[src/rtl/freq_counter_scan_if.sv]
// Measurement/display bundle for freq_counter_scan.
// The input pin and hold switch travel in; the result and display scan travel out.
interface freq_counter_scan_if #(
  parameter int COUNT_W = 32,
  parameter int DIGITS  = 8
) ();
  logic               signal_in;
  logic               hold;
  logic [COUNT_W-1:0] freq_value;
  logic               freq_valid;
  logic               overflow;
  logic [DIGITS-1:0]  digit;
  logic [7:0]         segment;

  modport slave (
    input  signal_in, hold,
    output freq_value, freq_valid, overflow,
    output digit, segment
  );

  modport master (
    output signal_in, hold,
    input  freq_value, freq_valid, overflow,
    input  digit, segment
  );
endinterface

[src/rtl/freq_counter_scan.sv]
// Gated edge counter with a serial double-dabble converter.
// It drives a multiplexed common-anode seven-segment display.
module freq_counter_scan #(
  parameter int GATE_CYCLES = 2500,
  parameter int COUNT_W     = 32,
  parameter int DIGITS      = 8,
  parameter int SCAN_CYCLES = 5000
) (
  input logic            clock,
  input logic            reset_n,
  freq_counter_scan_if.slave io
);
  localparam int GW = $clog2(GATE_CYCLES);
  localparam int BW = $clog2(COUNT_W);
  localparam int SW = (SCAN_CYCLES > 1) ? $clog2(SCAN_CYCLES) : 1;
  localparam int DW = (DIGITS > 1) ? $clog2(DIGITS) : 1;
  localparam int NB = 4 * DIGITS;

  typedef enum logic [1:0] {IDLE, LOAD, SHIFT, COMMIT} st_t;

  logic [2:0]         sync_q;
  logic               rise;
  logic [GW-1:0]      gate_q;
  logic [COUNT_W-1:0] cnt_q, cnt_inc, freq_q;
  logic               sat_q, sat_inc, ovf_q, valid_q;

  st_t                state_q, state_d;
  logic [COUNT_W-1:0] sh_q, sh_d;
  logic [NB-1:0]      bcd_q, bcd_d, adj;
  logic [NB-1:0]      disp_q, disp_d;
  logic [BW-1:0]      bc_q, bc_d;
  logic               bovf_q, bovf_d, dovf_q, dovf_d;

  logic [SW-1:0]      scan_q, scan_d;
  logic [DW-1:0]      idx_q, idx_d;
  logic [DIGITS-1:0]  dig_q, dig_d, keep;
  logic [7:0]         seg_q, seg_d;
  logic               any_nz;

  function automatic logic [NB-1:0] add3(input logic [NB-1:0] b);
    logic [NB-1:0] r;
    r = b;
    for (int i = 0; i < DIGITS; i++)
      if (b[4*i +: 4] >= 4'd5) r[4*i +: 4] = b[4*i +: 4] + 4'd3;
    return r;
  endfunction

  function automatic logic [7:0] seg7(input logic [3:0] v);
    logic [7:0] s;
    unique case (v)
      4'd0:    s = 8'hC0;
      4'd1:    s = 8'hF9;
      4'd2:    s = 8'hA4;
      4'd3:    s = 8'hB0;
      4'd4:    s = 8'h99;
      4'd5:    s = 8'h92;
      4'd6:    s = 8'h82;
      4'd7:    s = 8'hF8;
      4'd8:    s = 8'h80;
      4'd9:    s = 8'h90;
      default: s = 8'hFF;
    endcase
    return s;
  endfunction

  assign rise    = sync_q[1] & ~sync_q[2];
  assign cnt_inc = (rise && !(&cnt_q)) ? cnt_q + 1'b1 : cnt_q;
  assign sat_inc = sat_q | (rise & (&cnt_q));
  assign adj     = add3(bcd_q);

  always_comb begin
    state_d = state_q;
    sh_d    = sh_q;
    bcd_d   = bcd_q;
    bc_d    = bc_q;
    bovf_d  = bovf_q;
    disp_d  = disp_q;
    dovf_d  = dovf_q;
    unique case (state_q)
      IDLE: if (valid_q) state_d = LOAD;
      LOAD: begin
        sh_d    = freq_q;
        bcd_d   = '0;
        bc_d    = '0;
        bovf_d  = 1'b0;
        state_d = SHIFT;
      end
      SHIFT: begin
        bcd_d  = {adj[NB-2:0], sh_q[COUNT_W-1]};
        sh_d   = {sh_q[COUNT_W-2:0], 1'b0};
        bovf_d = bovf_q | adj[NB-1];
        bc_d   = bc_q + 1'b1;
        if (bc_q == BW'(COUNT_W - 1)) state_d = COMMIT;
      end
      COMMIT: begin
        if (!io.hold) begin
          disp_d = bcd_q;
          dovf_d = bovf_q | ovf_q;
        end
        state_d = IDLE;
      end
      default: state_d = IDLE;
    endcase
  end

  // Segment is registered from the digit index that is lit next cycle.
  always_comb begin
    scan_d = scan_q + 1'b1;
    idx_d  = idx_q;
    dig_d  = dig_q;
    if (scan_q == SW'(SCAN_CYCLES - 1)) begin
      scan_d = '0;
      dig_d  = (dig_q << 1) | (dig_q >> (DIGITS - 1));
      idx_d  = (idx_q == DW'(DIGITS - 1)) ? '0 : idx_q + 1'b1;
    end
    any_nz = 1'b0;
    keep   = '0;
    for (int i = DIGITS - 1; i >= 0; i--) begin
      any_nz  = any_nz | (disp_q[4*i +: 4] != 4'd0);
      keep[i] = any_nz | (i == 0);
    end
    if (dovf_q)
      seg_d = 8'hBF;
    else if (keep[idx_d])
      seg_d = seg7(disp_q[4*idx_d +: 4]);
    else
      seg_d = 8'hFF;
  end

  always_ff @(posedge clock or negedge reset_n) begin
    if (!reset_n) begin
      sync_q  <= '0;
      gate_q  <= GW'(GATE_CYCLES - 1);
      cnt_q   <= '0;
      sat_q   <= 1'b0;
      freq_q  <= '0;
      ovf_q   <= 1'b0;
      valid_q <= 1'b0;
      state_q <= IDLE;
      sh_q    <= '0;
      bcd_q   <= '0;
      bc_q    <= '0;
      bovf_q  <= 1'b0;
      disp_q  <= '0;
      dovf_q  <= 1'b0;
      scan_q  <= '0;
      idx_q   <= '0;
      dig_q   <= DIGITS'(1);
      seg_q   <= 8'hC0;
    end else begin
      sync_q  <= {sync_q[1:0], io.signal_in};
      valid_q <= 1'b0;
      if (gate_q == '0) begin
        gate_q  <= GW'(GATE_CYCLES - 1);
        freq_q  <= cnt_inc;
        ovf_q   <= sat_inc;
        valid_q <= 1'b1;
        cnt_q   <= '0;
        sat_q   <= 1'b0;
      end else begin
        gate_q <= gate_q - 1'b1;
        cnt_q  <= cnt_inc;
        sat_q  <= sat_inc;
      end
      state_q <= state_d;
      sh_q    <= sh_d;
      bcd_q   <= bcd_d;
      bc_q    <= bc_d;
      bovf_q  <= bovf_d;
      disp_q  <= disp_d;
      dovf_q  <= dovf_d;
      scan_q  <= scan_d;
      idx_q   <= idx_d;
      dig_q   <= dig_d;
      seg_q   <= seg_d;
    end
  end

  assign io.freq_value = freq_q;
  assign io.freq_valid = valid_q;
  assign io.overflow   = ovf_q;
  assign io.digit      = dig_q;
  assign io.segment    = seg_q;
endmodule

[src/flat_wrapper.sv]
// flat-port wrapper written by rule: the top's interface ports become plain ports
module freq_counter_scan_flat 
#(
  parameter int GATE_CYCLES = 2500,
  parameter int COUNT_W     = 32,
  parameter int DIGITS      = 8,
  parameter int SCAN_CYCLES = 5000
)
  (clock, reset_n, io_signal_in, io_hold, io_freq_value, io_freq_valid, io_overflow, io_digit, io_segment);
  freq_counter_scan_if #(.COUNT_W(COUNT_W), .DIGITS(DIGITS)) io_i ();
  input logic clock;
  input logic reset_n;
  input wire logic [$bits(io_i.signal_in)-1:0] io_signal_in;
  input wire logic [$bits(io_i.hold)-1:0] io_hold;
  output wire logic [$bits(io_i.freq_value)-1:0] io_freq_value;
  output wire logic [$bits(io_i.freq_valid)-1:0] io_freq_valid;
  output wire logic [$bits(io_i.overflow)-1:0] io_overflow;
  output wire logic [$bits(io_i.digit)-1:0] io_digit;
  output wire logic [$bits(io_i.segment)-1:0] io_segment;
  assign io_i.signal_in = io_signal_in;
  assign io_i.hold = io_hold;
  assign io_freq_value = io_i.freq_value;
  assign io_freq_valid = io_i.freq_valid;
  assign io_overflow = io_i.overflow;
  assign io_digit = io_i.digit;
  assign io_segment = io_i.segment;
  freq_counter_scan #(.GATE_CYCLES(GATE_CYCLES), .COUNT_W(COUNT_W), .DIGITS(DIGITS), .SCAN_CYCLES(SCAN_CYCLES)) u_core (.clock(clock), .reset_n(reset_n), .io(io_i));
endmodule
[config.mk]
export PLATFORM = sky130hd
export DESIGN_NAME = freq_counter_scan_flat
export DESIGN_NICKNAME = d
export VERILOG_FILES = /design/src/rtl/freq_counter_scan_if.sv /design/src/rtl/freq_counter_scan.sv /design/src/flat_wrapper.sv
export SDC_FILE = /design/constraint.sdc
export NUM_CORES = 1
export LEC_CHECK = 0
export CAP_MARGIN = 5
export CORE_MARGIN = 10
export CORE_UTILIZATION = 34
export CTS_CLUSTER_DIAMETER = 100
export CTS_CLUSTER_SIZE = 12
export DETAILED_ROUTE_END_ITERATION = 10
export PLACE_DENSITY_LB_ADDON = 0.1
export SYNTH_ARGS = -nofsm -noshare
export SYNTH_HDL_FRONTEND = slang
export SYNTH_SLANG_ARGS = --single-unit
[constraint.sdc]
create_clock -name clock -period 7.24 [get_ports clock]
set_input_delay 0.724 -clock clock [delete_from_list [all_inputs] [get_ports clock]]
set_output_delay 0.724 -clock clock [all_outputs]
set_load 0.01 [all_outputs]
After elaboration in Yosys (flattened, before gate mapping) --
Memories as Yosys holds them, arrays and structs flattened. Index checks and enable logic that the tools add are counted.
Word-level totals: output and inout port bits 50, bits in read-only memories 112, bits in registers 219, bits of input ports 4, memories kept 1
Memory list:
- (no name shown) | words 16, width 7, rd ports 1, clocked after memory_dff 0, write ports 0, RTL line freq_counter_scan.sv:50 | unique case (v)
Cells by class: magnitude comparators 9, reductions and logical operators 15, multiplexer cells 27, shift operators 1, bitwise operators 14, add/subtract/negate cells 13, equal/unequal tests 8
Operators with widths (count):
- 32-bit one-hot mux with 2 select lines | 2
- 32-bit 2-to-1 mux | 2
- 32-bit by 1-bit adder with 32-bit output, second input constant | 1
- 4-bit by 2-bit adder with 4-bit output, second input constant | 8
- 4-bit by 3-bit greater-or-equal comparator with 1-bit output, second input constant | 8
- 4-bit 2-to-1 mux | 8
- 32-bit AND reduction | 1
- 32-bit by 6-bit indexed part select with 4-bit output | 1
- 4-bit nonzero test | 7
- 8-bit 2-to-1 mux | 2
- 13-bit by 1-bit adder with 13-bit output, second input constant | 1
- 13-bit == test, second input constant | 1
- 13-bit 2-to-1 mux | 1
- 12-bit zero test | 1
- 12-bit 2-to-1 mux | 1
- 12-bit by 1-bit subtractor with 12-bit output, second input constant | 1
- 5-bit one-hot mux with 2 select lines | 1
- 1-bit bitwise OR | 9
- 8-bit by 1-bit bitwise OR with 8-bit output | 1
- 2-bit one-hot mux with 4 select lines | 1
- 3-bit 2-to-1 mux | 2
- 5-bit by 1-bit adder with 5-bit output, second input constant | 1
- 5-bit == test, second input constant | 1
- 2-bit == test, second input constant | 2
- 16 further kinds | 23

Depth between registers and ports, before layout --
Gate-level depths: netlist of run 1.
depth after elaboration 11, depth in mapped cells 12, depth with buffers taken out 11

Worst setup path before layout of run 1 --
OpenSTA, ideal clock, no wires.
path type register to register, from register u_core.scan_q[0], to register u_core.seg_q[5], in the netlist u_core.io.segment[5], buffers on the path 1, cell stages (with the launch flop) 13, required time 7108 ps, slack 3931 ps, library setup time 132 ps, data arrival time 3176 ps, cells stage by stage dfrtp_1 > ha_1 > or4b_4 > nor3_1 > buf_2 > mux2i_1 > mux2i_1 > mux2_2 > mux2i_2 > inv_2 > ha_1 > nor3_1 > o21ai_1
Between the ends: cells in the longest elaborated chain, start to end 6, elaborated cells on any way between the ends 8, classes of those cells 1 x eq/ne; 1 x shift; 5 x mux; 1 x memory
RTL lines:
- start, declared | RTL line freq_counter_scan.sv:34 | logic [SW-1:0] scan_q, scan_d;
- start signal, assigned | RTL line freq_counter_scan.sv:172 | scan_q <= scan_d;
- 13-bit == test * | RTL line freq_counter_scan.sv:111 | if (scan_q == SW'(SCAN_CYCLES - 1)) begin
- 3-bit 2-to-1 mux * | RTL line freq_counter_scan.sv:111
- 32-bit by 6-bit indexed part select with 4-bit output / 1-bit binary-select mux with 3-bit select (equally long branches) | RTL line freq_counter_scan.sv:125, freq_counter_scan.sv:124
- memory 16 x 7 bit / 1-bit 2-to-1 mux (equally long branches)
- 8-bit 2-to-1 mux * | RTL line freq_counter_scan.sv:124 | else if (keep[idx_d])
- 8-bit 2-to-1 mux * | RTL line freq_counter_scan.sv:122 | if (dovf_q)
- named net u_core.seg_d[5] | RTL line freq_counter_scan.sv:37 | logic [7:0] seg_q, seg_d;
- end signal, assigned | RTL line freq_counter_scan.sv:175 | seg_q <= seg_d;
- end, declared | RTL line freq_counter_scan.sv:37
The timed path passes the listed nets; every way through them passes the cells marked *. The select of a mux whose other input is x is not followed. A chain may end at the register's enable or synchronous reset.

Worst setup path after layout of run 1 --
Same ends and word-level chain as after synthesis.

==> metrics, run 1 <==
outcome finished clean; post-synth cell types 58; Die H approximately 190 um; routed wire length 22.6 mm; Hold WC Path Type in -> async; Top Usage Layer GRT met2; Tot GR Track Use a little under an eighth; clk sinks between 200 and 250; number of synthesized flops with an enable pin 0; syn_nets about 1,100; Max Freq between 0.2 and 0.3 GHz; drt wl/cell 15.5 um; clk_skew about 0.014 ns; dpl ws ~3.2 ns; synthesized cell area between 10,000 and 15,000 um2; dpl hpwl 14.8 mm; Synth top area share between 50% and 60%; cts repair resizes 0; largest net degree at the start of global routing 131; via density per instance a little under 5; reg2reg end u_core.io.segment[5]; Slew Limit Headroom a little over a quarter; critical path required time approximately 7.6 ns; final setup TNS 0 ns; Synth Flop Type dfrtp_1; post-layout util approximately two fifths; sequential area share after synthesis approximately 53%; Worst setup endpoint u_core.io.segment[5]; Die Wd about 190 um; Ys Warns 0; Max-Cap Viols 0; vias post-DR between 7,000 and 8,000; 1st-iter DRT viols around 320; crit path from u_core.scan_q[0]; Root Driver clkbuf_16; core footprint about 30,000 um2; RSZ-0062 raised after global routing no; full die area ~38,000 um2; worst setup margin between 3 and 4 ns; leakage power 5.09 nW; clk_lat worst skew between 0.5 and 0.6 ns; FFs w/ async S/R, synth between 90% and 100%; # IOs 54; Avg Synthesized Cell Area 10.1 um2; most common cell after layout, fill and taps aside dfrtp_1; dpl cells 1,418; crit path DAT 4.33 ns; CTS max path bufs 3; post-route antenna net violation count 0; met2 Use GR ~20%; Nets 1,084; flop-to-flop setup slack between 3 and 4 ns; Std-Cell Rows between 60 and 70; Setup-failing EPs final 0; total grt overflow 0; biggest area consumer among synthesized cells dfrtp_1; Layout area overhead 15.0%; gpl congestion slightly below 0.8; critical path class reg -> reg; Diodes inserted 0; antenna violations before repair 0; Final Hold Violating Endpoints 0; Critical Path, Cell by Cell ha_1, or4b_4, nor3_2, buf_4, mux2i_1, mux2i_1, mux2_2, mux2i_2, inv_2, ha_1, nor3_1, o21ai_1; endpoint type of the worst setup path register; Post-Syn Instances 1,020; Cell Count, Final, Fillers Out 1,458; DP Area roughly 11,000 um2; drt pass-1 iters 4; Critical R2R Launch u_core.scan_q[0]; CTS buffer count 22; slowest stage cell on the critical path nor3_2; Post-CTS Setup Inserts 0; vias in the first global route 7,273; flop and latch count out of synthesis approximately 220; final instance area 11,800 um2; clk slew on worst S/H paths 0.06 ns; H-tree levels 1; IO Port Bufs 52; met3 Usage GRT 2.32%; worst slew pin tran ~1.1 ns; Fillers approximately 3,000; critical path's largest stage delay roughly 0.75 ns; share of cells above drive strength 1 about 6%; Area contributors post-synth dfrtp_1, mux2i_1, nand2_1; fin crit period 3.96 ns; Hold Buf Count CTS 0; DR DRC count 0; Starting Density between 30% and 40%; worst reg2reg path depth 12; Slew Limit Fails 0; global-route wire length before repair around 39 mm; GRT met1 Usage about 16%; worst vdd ir 0.154 mV; fin crit share a little over half; CP max FO 15; CTS tree done; Final Power 2.39 mW; CP startpoint kind register; pwr dens 202 nW/um2; most frequent cells in the layout dfrtp_1, nand2_1, nor2_1, o21ai_0, mux2i_1; Hold Slack 0.199 ns
[cell usage after synthesis (12+ instances only)]
master and n:
dfrtp_1 210, nand2_1 115, nor2_1 103, o21ai_0 85, mux2i_1 70, a21oi_1 59, inv_1 48, xnor2_1 37
clkbuf_1 36, ha_1 28, xor2_1 27, o22ai_1 25, nand3_1 21, nand4_1 19, and3_1 17, nor3_1 12
nor4_1 12
[logic make-up after synthesis]
| group | Yosys count | synth area share (%) |
|---|---|---|
| AO/OA/AOI/OAI | 198 | 10.8 |
| XOR/XNOR | 64 | 5.46 |
| flip-flops | 218 | 53.2 |
| buffers and inverters | 100 | 3.86 |
| adder cells (fa/ha/maj) | 28 | 3.41 |
| AND/OR/NAND/NOR | 329 | 14.8 |
| other | 1 | 0.0365 |
| multiplexers | 82 | 8.40 |
[per-layer routing]
metal  up-vias  wire length, um  share of wire, %
met2        68            10700                47
met1      3445            10600                47
met5         -                0                 0
met3        33              824               3.6
li1       3581                -                 -
met4         0              418               1.8
[worst min path at each step]
stage | from | endpoint | depth (start not counted)
after CTS | reset_n | u_core.io.digit[3] | 1
after global placement | u_core.sync_q[0] | u_core.sync_q[1] | 0
after global routing | reset_n | u_core.io.digit[5] | 1
after detailed placement | u_core.sync_q[0] | u_core.sync_q[1] | 0
after floorplan | u_core.sync_q[0] | u_core.sync_q[1] | 0
final | reset_n | u_core.io.digit[5] | 1
[final cells by class]
| class | count | area, um2 | share of cell area [%] |
|---|---|---|---|
| Multi-Input combinational cell | 702 | 4440 | 37.6 |
| Clock buffer | 39 | 636 | 5.38 |
| Clock inverter | 1 | 11.3 | 0.0954 |
| Tap cell | 390 | 488 | 4.13 |
| Inverter | 50 | 188 | 1.59 |
| Sequential cell | 218 | 5470 | 46.3 |
| Timing Repair Buffer | 58 | 583 | 4.94 |
[flip-flops by register name, indices dropped and copies added (netlist names), 2 cells and up]
| name | count |
|---|---|
| u_core.scan_q | 13 |
| u_core.state_q | 2 |
| u_core.io.freq_value | 32 |
| u_core.cnt_q | 32 |
| u_core.io.segment | 7 |
| u_core.sync_q | 3 |
| u_core.io.digit | 8 |
| u_core.bcd_q | 32 |
| u_core.gate_q | 12 |
| u_core.idx_q | 3 |
| u_core.disp_q | 32 |
| u_core.bc_q | 5 |
| u_core.sh_q | 32 |
[power by group]
| group | internal, mW | switching (mW) | leakage (nW) |
|---|---|---|---|
| registers | 1.23 | 0.0161 | 2.98 |
| clock network | 0.594 | 0.476 | 0.308 |
| logic | 0.0193 | 0.0497 | 1.80 |
[critical path, delay by kind of cell, from the launching register on]
family,cells,cell delay [ns]
mux,4,0.90
fa+ha+maj,2,0.45
compound gates,1,0.09
flops,1,0.40
buf+inv,2,0.42
simple gates,3,1.57
Power figures use the tool's default switching activity.
==> run 2, diff against run 1 <==
==> constraint.sdc (replaced) <==
create_clock -name clock -period 3.3 [get_ports clock]
set_input_delay 0.33 -clock clock [delete_from_list [all_inputs] [get_ports clock]]
set_output_delay 0.33 -clock clock [all_outputs]
set_load 0.01 [all_outputs]
==> run 2 against run 1 <==
  * Via count grew 1.8%
  * Total power grew 120%
  * Wire length grew 1.5%
  * Critical path type unchanged
  * Die area is the same
  * Sequential cell count is the same
  * Largest power group unchanged
  * Utilization grew 0.77 points
  * Clock power grew 120%
  * Setup slack lost 3.1 ns
  * Critical path depth shrank 2
  * Sequential share of layout area shrank 0.89 points
==> metrics, run 2 (synthesis gave the netlist of run 1 again) <==
CTS buffer count 22 (unchanged); share of cells above drive strength 1 8.23% (+2.2 points); crit path from u_core.scan_q[0]; clk sinks 218 (unchanged); outcome finished clean; vias post-DR 7,255 (+1.8%); slowest stage cell on the critical path or4b_4; worst setup margin 0.136 ns (-3.15 ns); Reg power frac 52.7% (+0.4 points); worst vdd ir 0.285 mV (+85%); Final Hold Violating Endpoints 0 (unchanged); global-route wire length before repair 39.6 mm (+2.3%); IO Port Bufs 52 (unchanged); Setup-failing EPs final 0 (unchanged); vias in the first global route 7,568 (+4.1%); Critical R2R Launch u_core.scan_q[0]; leakage power 5.24 nW (+2.9%); Internal Power 4.01 mW (+120%); most used cell, CP mux2i_1; dpl cells 1,436 (+1.3%); Max-Cap Viols 0 (unchanged); most frequent cells in the layout dfrtp_1, nand2_1, nor2_1, o21ai_0, mux2i_1; Final Power 5.20 mW (+120%); Root Driver clkbuf_16; drt wl/cell 15.5 um (-0.20%); DR DRC count 0 (unchanged); Net Sw Power 1.19 mW (+120%); dpl hpwl 15.5 mm (+4.5%); Tot GR Track Use 12.2% (+0.26 points); endpoint type of the worst setup path register; Nets 1,110 (+2.4%); critical path's largest stage delay 0.50 ns (-0.25 ns); largest net degree at the start of global routing 89 (-32%); critical path required time 3.73 ns (-3.88 ns); CP startpoint kind register; crit path DAT 3.60 ns (-0.73 ns); # IOs 54 (unchanged); CTS tree done; critical path class reg -> reg; clock share of power 44.3% (-0.5 points); post-route antenna net violation count 0 (unchanged); switching power share of the total 22.9% (+0.23 points); gpl congestion 0.781 (+1.6%); drt pass-1 iters 4 (unchanged); RSZ-0062 raised after global routing yes; Slew Limit Fails 0 (unchanged); full die area 37,600 um2 (unchanged); Fillers 2,895 (-2.8%); CTS max path bufs 3 (unchanged); dpl ws 0.0240 ns (-3.22 ns); Worst setup endpoint u_core.io.segment[3]; fin crit share 95.9% (+41 points); Max Freq 0.316 GHz (+25%); clk_skew 0.0156 ns (+0.00120 ns); worst slew pin tran 0.844 ns (-0.253 ns); Die H 194 um (unchanged); pwr dens 432 nW/um2 (+110%); most common cell after layout, fill and taps aside dfrtp_1; reg2reg end u_core.io.segment[3]; total grt overflow 0 (unchanged); CP max FO 8 (-7); fin crit period 3.16 ns (-0.794 ns); worst reg2reg path depth 10 (-2); Cell Count, Final, Fillers Out 1,483 (+1.7%); clk_lat worst skew 0.52 ns (about the same); Logic pwr share 3.0% (about the same); Std-Cell Rows 63 (unchanged); clk slew on worst S/H paths 0.06 ns (about the same); Starting Density 34.6% (unchanged); Slew Limit Headroom 43.6% (+17 points); H-tree levels 1 (unchanged); Layout area overhead 17.2%; Crit. path cell count 10 (-2); 1st-iter DRT viols 300 (-7.1%); Hold WC Path Type in -> reg; Hold Slack 0.248 ns (+0.0491 ns); Diodes inserted 0 (unchanged); flop-to-flop setup slack 0.14 ns (-3.15 ns); core footprint 29,700 um2 (unchanged); WP buf/inv 1 (-1); Die Wd 194 um (unchanged); via density per instance 4.89 (about the same); antenna violations before repair 0 (unchanged); Critical Path, Cell by Cell ha_1, or4b_4, or3_4, mux2i_4, buf_4, mux2i_1, mux2i_1, mux2_2, nor4_1, nand4bb_1; Top delay family on crit path simple AND/OR/NAND/NOR gates; routed wire length 23.0 mm (+1.5%)
run 2: cell count changes in the layout (fill, tap and decap cells not counted):
| cell | change |
|---|---|
| buf_4 | +23 |
| buf_12 | +2 |
| clkbuf_1 | -1 |
| clkbuf_16 | -1 |
| clkinv_8 | +1 |
| dlygate4sd3_1 | +1 |
| mux2i_2 | -1 |
| mux2i_4 | +1 |
| nor3_1 | -1 |
| nor3_4 | +1 |
run 2: power groups by stage:
| stage | Clock, mW | Combinational (mW) | Sequential, mW |
|---|---|---|---|
| 3_5_place_dp | 0 | 0.161 | 2.79 |
| 4_1_cts | 2.40 | 0.163 | 2.74 |
| 6_report | 2.31 | 0.155 | 2.74 |
| 2_1_floorplan | 0 | 0.0760 | 2.78 |
| 3_3_place_gp | 0 | 0.160 | 2.79 |
| 5_1_grt | 2.51 | 0.183 | 2.75 |
run 2: metrics by stage:
step	utilization, %	TNS, ns	cell area [um2]
floorplan	-	0	10300
global placement	38.1	0	11300
detailed placement	38.1	0	11300
CTS	40.3	0	12000
global route	40.5	-0.00481	12000
finish	40.5	0	12000
run 2: worst min-delay path by stage:
stage,start,to,depth (start not counted)
after floorplan,reset_n,u_core.bc_q[0],0
after global placement,u_core.sync_q[0],u_core.sync_q[1],0
after detailed placement,u_core.sync_q[0],u_core.sync_q[1],0
after CTS,io_signal_in,u_core.sync_q[0],1
after global routing,io_signal_in,u_core.sync_q[0],1
final,io_signal_in,u_core.sync_q[0],1
run 2: worst reg2reg max path, stage by stage (launching register included):
cell	delay, ns
dfrtp_1	0.39
ha_1	0.18
or4b_4	0.50
or3_4	0.45
mux2i_4	0.32
buf_4	0.19
mux2i_1	0.17
mux2i_1	0.14
mux2_2	0.34
nor4_1	0.24
nand4bb_1	0.16
run 2: metal layers:
metal	wire length, um	track usage (%)
met2	11100	20.6
met5	0	0
met3	798	2.51
met4	513	3.18
met1	10600	15.5
run 2: what timing repair did:
item / in CTS / in global routing
buffers inserted: 0 / 7
setup endpoints to repair: 0 / 5
hold buffers: 1 / 0
gates resized for setup: 0 / 3
hold endpoints to repair: 80 / 0
run 2: layout make-up:
cell class              instances  area [um2]  share of cell area [%]
clock buffers                  37         607                    5.04
inverters                      50         188                    1.56
repair buffers                 84         806                    6.69
flip-flops and latches        218        5470                    45.4
well taps                     390         488                    4.05
multi-input cells             702        4460                    37.0
clock inverters                 2        27.5                   0.229
